## config.mk

```make
export PLATFORM = sky130hd
export DESIGN_NAME = debounce_pulse
export DESIGN_NICKNAME = d
export VERILOG_FILES = /design/src/rtl/debounce_pulse_pkg.sv /design/src/rtl/debounce_channel.sv /design/src/rtl/debounce_pulse.sv
export SDC_FILE = /design/constraint.sdc
export NUM_CORES = 1
export LEC_CHECK = 0
export ABC_CLOCK_PERIOD_IN_PS = 3100
export BUFFER_PORTS_ARGS = -buffer_cell sky130_fd_sc_hd__buf_2
export CORE_MARGIN = 2
export CORE_UTILIZATION = 30
export CTS_BUF_LIST = sky130_fd_sc_hd__clkbuf_8
export CTS_CLUSTER_SIZE = 24
export DETAILED_ROUTE_END_ITERATION = 16
export PLACE_DENSITY_LB_ADDON = 0.08
export SYNTH_ARGS = -nofsm -noshare
export SYNTH_HDL_FRONTEND = slang
export SYNTH_SLANG_ARGS = --single-unit
```

## constraint.sdc

```tcl
create_clock -name CLOCK -period 3.1 [get_ports CLOCK]
set_input_delay 0.62 -clock CLOCK [delete_from_list [all_inputs] [get_ports CLOCK]]
set_output_delay 0.62 -clock CLOCK [all_outputs]
set_load 0.02 [all_outputs]
```

## src/rtl/debounce_pulse_pkg.sv

```systemverilog
// Shared constants and types for the push-button debouncer.
package debounce_pulse_pkg;

  // Fewer than two samples cannot tell a bounce from a real edge.
  localparam int SAMPLES_MIN = 2;

  typedef enum logic {
    RELEASED = 1'b0,
    PRESSED  = 1'b1
  } btn_state_e;

endpackage

```

## src/rtl/debounce_channel.sv

```systemverilog
// One button lane: 2-flop synchroniser, tick-rate sample history,
// RELEASED/PRESSED state machine and registered edge pulses.
module debounce_channel
  import debounce_pulse_pkg::*;
#(
  parameter int SAMPLES = 4
) (
  input  logic CLOCK,
  input  logic RESET,
  input  logic tick,
  input  logic btn_raw,
  output logic level,
  output logic press_pulse,
  output logic release_pulse
);

  localparam int S = (SAMPLES < SAMPLES_MIN) ? SAMPLES_MIN : SAMPLES;

  logic [1:0]   sync_q;
  logic [S-1:0] hist_q;
  logic [S-1:0] hist_nxt;
  btn_state_e   state_q;
  btn_state_e   state_nxt;
  logic         rise;
  logic         fall;

  // History as it will look once the current tick has shifted in.
  assign hist_nxt = {hist_q[S-2:0], sync_q[1]};

  // Two-flop synchroniser for the asynchronous pin.
  always_ff @(posedge CLOCK) begin
    if (RESET) sync_q <= '0;
    else       sync_q <= {sync_q[0], btn_raw};
  end

  // Shift one synchronised sample in per tick; hold between ticks.
  always_ff @(posedge CLOCK) begin
    if (RESET)     hist_q <= '0;
    else if (tick) hist_q <= hist_nxt;
  end

  // State register.
  always_ff @(posedge CLOCK) begin
    if (RESET) state_q <= RELEASED;
    else       state_q <= state_nxt;
  end

  // Change state only on a tick with a uniform history; mixed histories hold.
  always_comb begin
    state_nxt = state_q;
    if (tick) begin
      case (state_q)
        RELEASED: if (&hist_nxt) state_nxt = PRESSED;
        PRESSED:  if (~|hist_nxt) state_nxt = RELEASED;
        default:  state_nxt = RELEASED;
      endcase
    end
  end

  // Level mirrors the state; edges are decoded from the pending transition.
  always_comb begin
    level = (state_q == PRESSED);
    rise  = (state_q == RELEASED) && (state_nxt == PRESSED);
    fall  = (state_q == PRESSED)  && (state_nxt == RELEASED);
  end

  // Register pulses so they line up with the first cycle of the new level.
  always_ff @(posedge CLOCK) begin
    if (RESET) begin
      press_pulse   <= 1'b0;
      release_pulse <= 1'b0;
    end else begin
      press_pulse   <= rise;
      release_pulse <= fall;
    end
  end

endmodule

```

## src/rtl/debounce_pulse.sv

```systemverilog
// WIDTH-channel push-button debouncer clocked by SLOW rising edges,
// with press/release pulses and a wrapping press counter.
module debounce_pulse
  import debounce_pulse_pkg::*;
#(
  parameter int WIDTH   = 4,
  parameter int SAMPLES = 4,
  parameter int CNT_W   = 8
) (
  input  logic             CLOCK,
  input  logic             RESET,
  input  logic             SLOW,
  input  logic [WIDTH-1:0] BTN_IN,
  output logic [WIDTH-1:0] BTN_LEVEL,
  output logic [WIDTH-1:0] BTN_PRESS,
  output logic [WIDTH-1:0] BTN_RELEASE,
  output logic [CNT_W-1:0] PRESS_COUNT
);

  localparam int PC_W = $clog2(WIDTH + 1);

  logic            slow_q;
  logic            tick;
  logic [PC_W-1:0] press_pop;

  // SLOW is already in the CLOCK domain; one flop is enough for edge detect.
  always_ff @(posedge CLOCK) begin
    if (RESET) slow_q <= 1'b0;
    else       slow_q <= SLOW;
  end

  assign tick = SLOW & ~slow_q;

  debounce_channel #(.SAMPLES(SAMPLES)) u_ch [WIDTH-1:0] (
    .CLOCK         (CLOCK),
    .RESET         (RESET),
    .tick          (tick),
    .btn_raw       (BTN_IN),
    .level         (BTN_LEVEL),
    .press_pulse   (BTN_PRESS),
    .release_pulse (BTN_RELEASE)
  );

  // Number of channels pressing this cycle.
  always_comb begin
    press_pop = '0;
    for (int i = 0; i < WIDTH; i++) press_pop = press_pop + PC_W'(BTN_PRESS[i]);
  end

  // Accumulate presses one cycle after the pulses; wraps naturally.
  always_ff @(posedge CLOCK) begin
    if (RESET) PRESS_COUNT <= '0;
    else       PRESS_COUNT <= PRESS_COUNT + CNT_W'(press_pop);
  end

endmodule

```

==> results of run 1 <==
power groups by stage:
stage	Sequential [uW]	Clock [uW]	Combinational, uW
after global placement	550	0	39.6
after global routing	539	544	44.6
final	538	503	39.2
after CTS	538	520	40.3
after detailed placement	551	0	40.1
after floorplan	550	0	33.7
metrics by stage:
step / hold WS [ps] / total power [uW] / worst slack, ps / cell area (um^2)
CTS: 439.8 / 1098 / 775.8 / 1884
detailed placement: 421.2 / 590.9 / 764.8 / 1750
floorplan: 413.8 / 583.3 / 770.0 / 1658
finish: 438.3 / 1080 / 782.8 / 1884
global placement: 421.3 / 590.0 / 816.0 / 1750
global route: 459.8 / 1128 / 723.1 / 1884
cell usage after synthesis:
master,instances
xor2_1,4
nor4_1,4
fa_1,3
dfxtp_1,41
nor2_1,10
nand4_1,4
or3_1,1
inv_1,5
nor2b_1,10
o2111ai_1,1
a21oi_1,7
o21ai_0,3
nand2_2,10
clkbuf_1,1
buf_4,15
ha_1,1
nor3_1,9
nand2b_1,2
nor2_2,1
nor3b_1,2
nor3b_2,2
a21oi_2,10
nor2b_2,1
nand2_1,20
buf_6,1
xnor2_1,1
and3_1,1
buf_2,3
metal layers:
layer,vias to the layer above,share of wire,GRT usage,routed length (um)
met2,23,0.46,0.1517,1309
met5,-,0,0,0
met3,7,0.052,0.03908,146
li1,588,-,-,-
met4,0,0.016,0.03684,46
met1,537,0.47,0.1262,1319
state kept, by name (all words and copies together), names as in the netlist:
signal / flops
u_ch.level: 4
slow_q: 1
u_ch.press_pulse: 4
u_ch.hist_q: 12
u_ch.release_pulse: 4
u_ch.sync_q: 8
PRESS_COUNT: 8
kinds of logic (layout without fill, tap and decap cells):
family | count (synthesis) | after routing
compound gates | 21 | 21
flops | 41 | 41
simple gates | 77 | 77
fa+ha+maj | 4 | 4
buf+inv | 25 | 41
xor+xnor | 5 | 5
worst max-delay path, cell delays in order (launching register included):
cell     delay, ps
dfxtp_1        330
fa_1           520
inv_1           50
fa_1           400
fa_1           440
or3_1          390
a21oi_1        130
final cells by class:
class                   count  area [um^2]
flip-flops and latches     41        820.8
repair buffers             28        145.1
well taps                  72        90.09
multi-input cells         107        675.6
clock inverters             3        65.06
inverters                   5        18.77
fillers                   573         3521
clock buffers               5        68.82
final timing paths:
path / startpoint / end / slack [ps] / cells after the start
worst min-delay path: u_ch[1].sync_q[0] / u_ch[1].sync_q[1] / 440 / 1
worst max register to register: PRESS_COUNT[0] / PRESS_COUNT[4] / 780 / 6
worst min register to register: u_ch[1].sync_q[0] / u_ch[1].sync_q[1] / 440 / 1
worst max-delay path: PRESS_COUNT[0] / PRESS_COUNT[4] / 780 / 6
==> flow_metrics.env, run 1 <==
export IMPL_finish_utilization=0.3486
export IMPL_crit_arrival_ps=2550
export IMPL_yosysWarningCount=0
export IMPL_cts_tree="yes"
export IMPL_synth_mux_area_frac=0
export IMPL_drtIter0Drc=53
export IMPL_insertion_delay_ps=290
export IMPL_place_inst=253
export IMPL_fin_cells=261
export IMPL_cts_htree_levels=2
export IMPL_layout_commonest_cell="dfxtp_1"
export IMPL_netlist_area_leader_share=0.4951
export IMPL_critical_path_class="flip-flop to flip-flop"
export IMPL_leakage_uw=0.0007102
export IMPL_gr_usage_all_layers=0.09915
export IMPL_setup_violations=0
export IMPL_tightest_slew_ps=792.2
export IMPL_antenna_found_initial=0
export IMPL_clock_path_buffers=2
export IMPL_swShare=0.1985
export IMPL_cts_clk_slew_worst_paths_ps=80
export IMPL_synth_fp_nets=184
export IMPL_nets=199
export IMPL_synth_top_family_by_area="simple AND/OR/NAND/NOR gates"
export IMPL_cts_sinks=41
export IMPL_die_width_um=78.34
export IMPL_fmax_mhz=431.6
export IMPL_cp_start_kind="flip-flop"
export IMPL_viasPerCell=4.425
export IMPL_vdd_ir_drop_max_v=0.0002348
export IMPL_hpwlAfterDp_um=2015
export IMPL_syn2layout_area_growth_pct=13.66
export IMPL_rows=27
export IMPL_synth_xor_area_share=0.02642
export IMPL_finalHoldViolCount=0
export IMPL_firstDrtPassIters=6
export IMPL_status="finished clean"
export IMPL_die_h_um=78.34
export IMPL_synth_simple_area_share=0.2491
export IMPL_drive_gt1_frac=0.3175
export IMPL_wl_um=2822
export IMPL_crit_path_max_fanout=4
export IMPL_post_cts_buffers=0
export IMPL_synth_fa_ha_area_frac=0.04377
export IMPL_period_share=0.7475
export IMPL_switchingPower_uw=214.4
export IMPL_cts_root_buffer="clkbuf_8"
export IMPL_clkPwrFrac=0.465
export IMPL_dieArea_um2=6136
export IMPL_drcViolationCount=0
export IMPL_place_congestion=0.7067
export IMPL_grt_pass1_vias=974
export IMPL_seq_area_frac_synth=0.4951
export IMPL_synthesis_area_um2=1658
export IMPL_fin_crit_ps=2317
export IMPL_slew_headroom=0.4695
export IMPL_final_cell_mix="dfxtp_1 (41), buf_2 (26), nand2_1 (20)"
export IMPL_overflow=0
export IMPL_p_int_uw=865.9
export IMPL_sequentialPowerShare=0.498
export IMPL_syn_inst=173
export IMPL_rsz0062_at_grt="no"
export IMPL_routedWlPerCell_um=10.81
export IMPL_hold_class="flip-flop to flip-flop"
export IMPL_fin_tns_setup_ps=0
export IMPL_initial_core_util=0.3067
export IMPL_ant_nets=0
export IMPL_required_ps=3330
export IMPL_synth_avg_cell_area_um2=9.583
export IMPL_cts_buffers_inserted=5
export IMPL_skew_ps=5.829
export IMPL_diodes=0
export IMPL_ys_types=28
export IMPL_grt_first_pass_wirelength_um=4733
export IMPL_drv_slew=0
export IMPL_port_buffers=26
export IMPL_cts_hold_buf=0
export IMPL_p_comb_frac=0.036
export IMPL_cts_resized=0
export IMPL_ios=27
export IMPL_cp_end_kind="flip-flop"
export IMPL_synth_compound_area_frac=0.08830
export IMPL_ys_seq_elements=41
export IMPL_p_per_area_nw_per_um2=573.3
export IMPL_core_area_um2=5405
export IMPL_synthTopCellsByArea="dfxtp_1 (50%), buf_4 (6.8%), a21oi_2 (5.3%), nand2_1 (4.5%), nand2_2 (3.8%)"
export IMPL_synth_top_cell_by_area="dfxtp_1"
export IMPL_grt_max_degree=25
export IMPL_drv_cap=0
export IMPL_vias=1155
Note: power is estimated with default switching activity, not from simulation.
==> run 2: changes to the inputs <==
- ABC_AREA: unset -> 1
- ABC_CLOCK_PERIOD_IN_PS: 3100 -> 2300
- clock period: 3.1 -> 2.3 ns (I/O delays scaled with it)
==> run 2 against run 1 <==
Non-clock buffer count fell by 1. Worst setup slack worse by 570 ps. Synthesized cell count grew 26%. Count of clock-buffer cells in the layout increased by 1. Critical endpoint unchanged.
==> flow_metrics.env, run 2 <==
export IMPL_cts_sinks=41
export IMPL_multi_input_area_um2=624.3
export IMPL_routedWlPerCell_um=9.958
export IMPL_required_ps=2480
export IMPL_viasPerCell=4.081
export IMPL_finish_utilization=0.3434
export IMPL_fillers=623
export IMPL_overflow=0
export IMPL_hpwlAfterDp_um=2108
export IMPL_synth_top_cell_by_area="dfxtp_1"
export IMPL_regMostFlops="u_ch.hist_q"
export IMPL_crit_arrival_ps=2270
export IMPL_final_cell_mix="nor2_1 (45), dfxtp_1 (41), nand2_1 (39), inv_1 (31), buf_2 (26)"
export IMPL_port_buffers=26
export IMPL_synth_enable_flop_cells=0
export IMPL_cts_root_buffer="clkbuf_8"
export IMPL_critPathTopFamily="adder cells"
export IMPL_vdd_ir_drop_max_v=0.0002615
export IMPL_crit_path_max_fanout=2
export IMPL_cts_tree="yes"
export IMPL_rows=27
export IMPL_synth_fa_ha_area_frac=0.04315
export IMPL_period_share=0.9081
export IMPL_diodes=0
export IMPL_grt_first_pass_wirelength_um=5430
export IMPL_crit_chain="fa_1 -> inv_1 -> fa_2 -> fa_2 -> nor2_2 -> nand2_1 -> o21ai_1 -> a21oi_1"
export IMPL_post_cts_buffers=0
export IMPL_cts_htree_levels=2
export IMPL_syn2layout_area_growth_pct=11.76
export IMPL_place_inst=300
export IMPL_clock_path_buffers=2
export IMPL_largest_reg_flops=12
export IMPL_tightest_slew_ps=268.8
export IMPL_critPathBufInv=1
export IMPL_fin_crit_ps=2089
export IMPL_ios=27
export IMPL_insertion_delay_ps=280
export IMPL_synth_avg_cell_area_um2=7.714
export IMPL_netlist_area_leader_share=0.4881
export IMPL_yosysWarningCount=0
export IMPL_cts_clk_slew_worst_paths_ps=70
export IMPL_firstDrtPassIters=4
export IMPL_place_congestion=0.7141
export IMPL_wl_um=3057
export IMPL_ys_types=23
export IMPL_core_area_um2=5473
export IMPL_cp_end_kind="flip-flop"
export IMPL_status="finished clean"
export IMPL_drv_cap=0
export IMPL_drtIter0Drc=46
export IMPL_async_flop_share=0
export IMPL_slew_headroom=0.8205
export IMPL_design_area_um2=1879
export IMPL_vias=1253
export IMPL_cp_start_kind="flip-flop"
export IMPL_critical_path_class="flip-flop to flip-flop"
export IMPL_seq_area_frac_synth=0.4881
export IMPL_grt_max_degree=23
export IMPL_p_per_area_nw_per_um2=680.2
export IMPL_antenna_found_initial=0
export IMPL_synth_top_family_by_area="simple AND/OR/NAND/NOR gates"
export IMPL_nets=246
export IMPL_synth_compound_area_frac=0.08259
export IMPL_ant_nets=0
export IMPL_critPathMaxStageDelay_ps=530
export IMPL_cts_buffers_inserted=5
export IMPL_fmax_mhz=478.8
export IMPL_hold_class="input port to flip-flop"
export IMPL_initial_core_util=0.3073
export IMPL_synth_flop_cell="dfxtp_1"
export IMPL_skew_ps=5.821
export IMPL_finalHoldViolCount=0
export IMPL_synthTopCellsByCount="nor2_1 (46), dfxtp_1 (41), nand2_1 (39)"
export IMPL_ys_seq_elements=41
export IMPL_drcViolationCount=0
export IMPL_rsz0062_at_grt="no"
export IMPL_synth_most_common_cell="nor2_1"
export IMPL_synth_mux_area_frac=0
export IMPL_synth_xor_area_share=0
export IMPL_setup_violations=0
export IMPL_synth_fp_nets=229
export IMPL_layout_commonest_cell="nor2_1"
export IMPL_drv_slew=0
export IMPL_synth_simple_area_share=0.2411
export IMPL_reg_top3="u_ch.hist_q x12, PRESS_COUNT x8, u_ch.sync_q x8"
export IMPL_fin_cells=307
export IMPL_drive_gt1_frac=0.1830
export IMPL_seq_area_um2=820.8
export IMPL_die_h_um=78.87
export IMPL_syn_inst=218
export IMPL_placed_area_um2=1785
export IMPL_synthesis_area_um2=1682
export IMPL_synthTopCellsByArea="dfxtp_1 (49%), nor2_1 (10%), nand2_1 (8.7%), inv_1 (6.7%), buf_4 (5.8%)"
export IMPL_leakage_uw=0.0008576
export IMPL_dieArea_um2=6220
export IMPL_cts_hold_buf=0
export IMPL_path_common_cell="fa_2"
export IMPL_p_total_uw=1278
export IMPL_grt_pass1_vias=1185
export IMPL_die_width_um=78.87
export IMPL_fin_tns_setup_ps=0
export IMPL_cpMaxStageDelayCell="fa_1"
export IMPL_gr_usage_all_layers=0.1119
[run 2: changes by cell type in the layout (fill, tap and decap cells not counted), moves of 9 or more]
cell / before / now
nand2_2: 10 / 1
nor2b_1: 10 / 0
nor2_1: 10 / 45
nand2_1: 20 / 39
inv_1: 5 / 31
a21oi_2: 10 / 1
[run 2: path summary, 6_finish.rpt]
check / cells after the start / to / slack, ps / from
setup / recovery: 8 / PRESS_COUNT[4] / 210 / PRESS_COUNT[0]
hold / removal: 3 / u_ch[0].sync_q[0] / 370 / BTN_IN[0]
setup reg to reg: 8 / PRESS_COUNT[4] / 210 / PRESS_COUNT[0]
hold reg to reg: 2 / u_ch[3].sync_q[1] / 400 / u_ch[3].sync_q[0]
[run 2: final cells by class]
type	instances	share of cell area
flip-flops and latches	41	0.4368
multi-input cells	128	0.3322
repair buffers	27	0.07324
inverters	32	0.06391
well taps	72	0.04794
clock buffers	6	0.04394
clock inverters	1	0.001997
[run 2: repair_timing]
action,CTS,global route
gates resized for setup,0,3
setup endpoints to repair,0,1
hold endpoints to repair,0,0
[run 2: worst reg2reg max path, stage by stage, from the launching register on]
cell and delay [ps]:
dfxtp_1 330, fa_1 530, inv_1 50, fa_2 350, fa_2 360, nor2_2 130, nand2_1 70, o21ai_1 120
a21oi_1 50
[run 2: cell families (layout without fill, tap and decap cells)]
group,Yosys count,count (layout)
AOI/OAI and AO/OA,25,25
and+or+nand+nor,99,99
buffers and inverters,49,66
DFF,41,41
adders and majority gates,4,4
[run 2: routing by layer]
metal / vias to the layer above / GRT usage / routed length [um]
li1: 677 / - / -
met1: 546 / 0.1399 / 1520
met2: 26 / 0.1752 / 1348
met3: 4 / 0.03977 / 148
met4: 0 / 0.04655 / 39
met5: - / 0 / 0
[run 2: per-stage QoR]
step	hold slack (ps)	worst slack [ps]
3_5_place_dp	398.1	92.09
2_1_floorplan	388.3	95.41
4_1_cts	357.5	76.30
3_3_place_gp	393.5	114.1
6_report	372.4	211.3
5_1_grt	366.9	47.35
[run 2: where the power goes]
part	internal, uW	switching (uW)
Sequential	731	10.7
Combinational	25.2	49.2
Clock	234	229
Total	989	289
==> run 3: changes to the inputs <==
- ABC_AREA: 1 -> unset
- SKIP_LAST_GASP: unset -> 1
==> run 3 against run 2 <==
Global-route usage is 0.55 points lower. Clock skew decreased by 2.7 ps. Routed wire length shrank 1.7%. Sequential cell count stayed put. Die area is 1.4% lower. Critical path depth fell by 2. Largest cell class unchanged. Highest routed layer unchanged.
==> flow_metrics.env, run 3 (synthesized netlist as in run 1, its figures left out) <==
export IMPL_cts_resized=0
export IMPL_hold_class="input port to flip-flop"
export IMPL_drv_slew=0
export IMPL_crit_arrival_ps=2500
export IMPL_die_h_um=78.34
export IMPL_antenna_found_initial=0
export IMPL_drcViolationCount=0
export IMPL_grt_first_pass_wirelength_um=4961
export IMPL_drtIter0Drc=62
export IMPL_finish_utilization=0.3444
export IMPL_multi_input_area_um2=685.7
export IMPL_insertion_delay_ps=280
export IMPL_core_area_um2=5405
export IMPL_rsz0062_at_grt="yes"
export IMPL_grt_pass1_vias=1072
export IMPL_dr_max_layer_used="met4"
export IMPL_layout_commonest_cell="dfxtp_1"
export IMPL_cts_root_buffer="clkbuf_8"
export IMPL_viasPerCell=4.337
export IMPL_die_width_um=78.34
export IMPL_ant_nets=0
export IMPL_regMostFlops="u_ch.hist_q"
export IMPL_fin_crit_ps=2276
export IMPL_met3_wirelength_um=160
export IMPL_fmax_mhz=439.3
export IMPL_seq_area_um2=820.8
export IMPL_status="finished clean"
export IMPL_port_buffers=26
export IMPL_timing_hold_ws_ps=379.1
export IMPL_syn2layout_area_growth_pct=12.30
export IMPL_firstDrtPassIters=4
export IMPL_tightest_slew_ps=644.4
export IMPL_routedWlPerCell_um=11.51
export IMPL_ios=27
export IMPL_critical_path_class="flip-flop to flip-flop"
export IMPL_place_ws_ps=34.98
export IMPL_nets=199
export IMPL_largest_reg_flops=12
export IMPL_cts_sinks=41
export IMPL_crit_chain="fa_1 -> inv_1 -> fa_2 -> fa_2 -> or3_1 -> a21oi_1"
export IMPL_grt_max_degree=25
export IMPL_leakage_uw=0.0006990
export IMPL_cts_htree_levels=2
export IMPL_cts_clk_slew_worst_paths_ps=80
export IMPL_finalHoldViolCount=0
export IMPL_cp_end_kind="flip-flop"
export IMPL_skew_ps=3.082
export IMPL_wl_met1_um=1382
export IMPL_final_cell_mix="dfxtp_1 (41), buf_2 (26), nand2_1 (20)"
export IMPL_clock_path_buffers=2
export IMPL_vdd_ir_drop_max_v=0.0002664
export IMPL_cts_tree="yes"
export IMPL_dieArea_um2=6136
export IMPL_cpMaxStageDelayCell="fa_1"
export IMPL_diodes=0
export IMPL_reg_top3="u_ch.hist_q x12, PRESS_COUNT x8, u_ch.sync_q x8"
export IMPL_initial_core_util=0.3067
export IMPL_slew_headroom=0.5704
export IMPL_wl_um=3005
export IMPL_rows=27
export IMPL_dr_wl_met2_um=1437
export IMPL_fillers=585
export IMPL_p_per_area_nw_per_um2=692.3
export IMPL_worst_slack_ps=23.81
export IMPL_path_common_cell="fa_2"
export IMPL_critPathTopFamily="adder cells"
export IMPL_place_congestion=0.6951
export IMPL_cts_hold_buf=0
export IMPL_cts_buffers_inserted=5
export IMPL_required_ps=2520
export IMPL_post_cts_buffers=0
export IMPL_cp_start_kind="flip-flop"
export IMPL_crit_path_max_fanout=4
export IMPL_drive_gt1_frac=0.3333
export IMPL_drv_cap=0
export IMPL_gr_usage_all_layers=0.1063
export IMPL_period_share=0.9896
export IMPL_vias=1132
export IMPL_overflow=0
export IMPL_critPathBufInv=1
export IMPL_setup_violations=0
export IMPL_hpwlAfterDp_um=2107
export IMPL_critPathMaxStageDelay_ps=540
==> run 3: cell count changes in the layout (fill, tap and decap cells not counted), sizes merged, moves of 5 or more <==
cell / before / now
inv: 33 / 5
nand2: 41 / 30
nor2: 48 / 11
nor2b: 0 / 11
o21ai: 8 / 3
==> run 3: worst register-to-register path, cell delays in order, from the launching register on <==
cell and delay [ps]:
dfxtp_1 330, fa_1 540, inv_1 70, fa_2 370, fa_2 410, or3_1 380
a21oi_1 120
==> run 3: final timing paths <==
check                          from                 to  slack (ps)  cells past startpoint
setup / recovery     PRESS_COUNT[0]     PRESS_COUNT[4]          20                      6
hold / removal            BTN_IN[2]  u_ch[2].sync_q[0]         380                      2
setup reg to reg     PRESS_COUNT[0]     PRESS_COUNT[4]          20                      6
hold reg to reg   u_ch[1].sync_q[0]  u_ch[1].sync_q[1]         440                      1
==> run 3: layout make-up <==
type                            instances  area share
Multi-Input combinational cell        107      0.3683
Tap cell                               72     0.04839
Timing Repair Buffer                   28     0.07796
Sequential cell                        41      0.4409
Inverter                                5     0.01008
Clock inverter                          1    0.002688
Clock buffer                            7     0.05175
==> run 3: routing by layer <==
layer	vias to the layer above	global-route usage
met2	25	0.1698
met1	521	0.1257
met4	0	0.04737
met5	-	0
met3	2	0.04253
li1	584	-
==> run 3: power by group <==
part	leakage, uW	switching [uW]	total [uW]	internal [uW]
clock	0.0000542	239	510	271
sequential	0.000332	6.41	726	719
combinational	0.000312	36.6	53.5	16.9
total	0.000699	282	1290	1010
==> run 3: per-stage QoR <==
step	total power [uW]	cell area [um^2]	instances	setup TNS [ps]
after floorplan	786.2	1660	173	0
after global placement	795.6	1753	253	0
after detailed placement	797.8	1753	253	0
after CTS	1318	1854	261	0
after global routing	1352	1862	261	-59.57
final	1289	1862	261	0
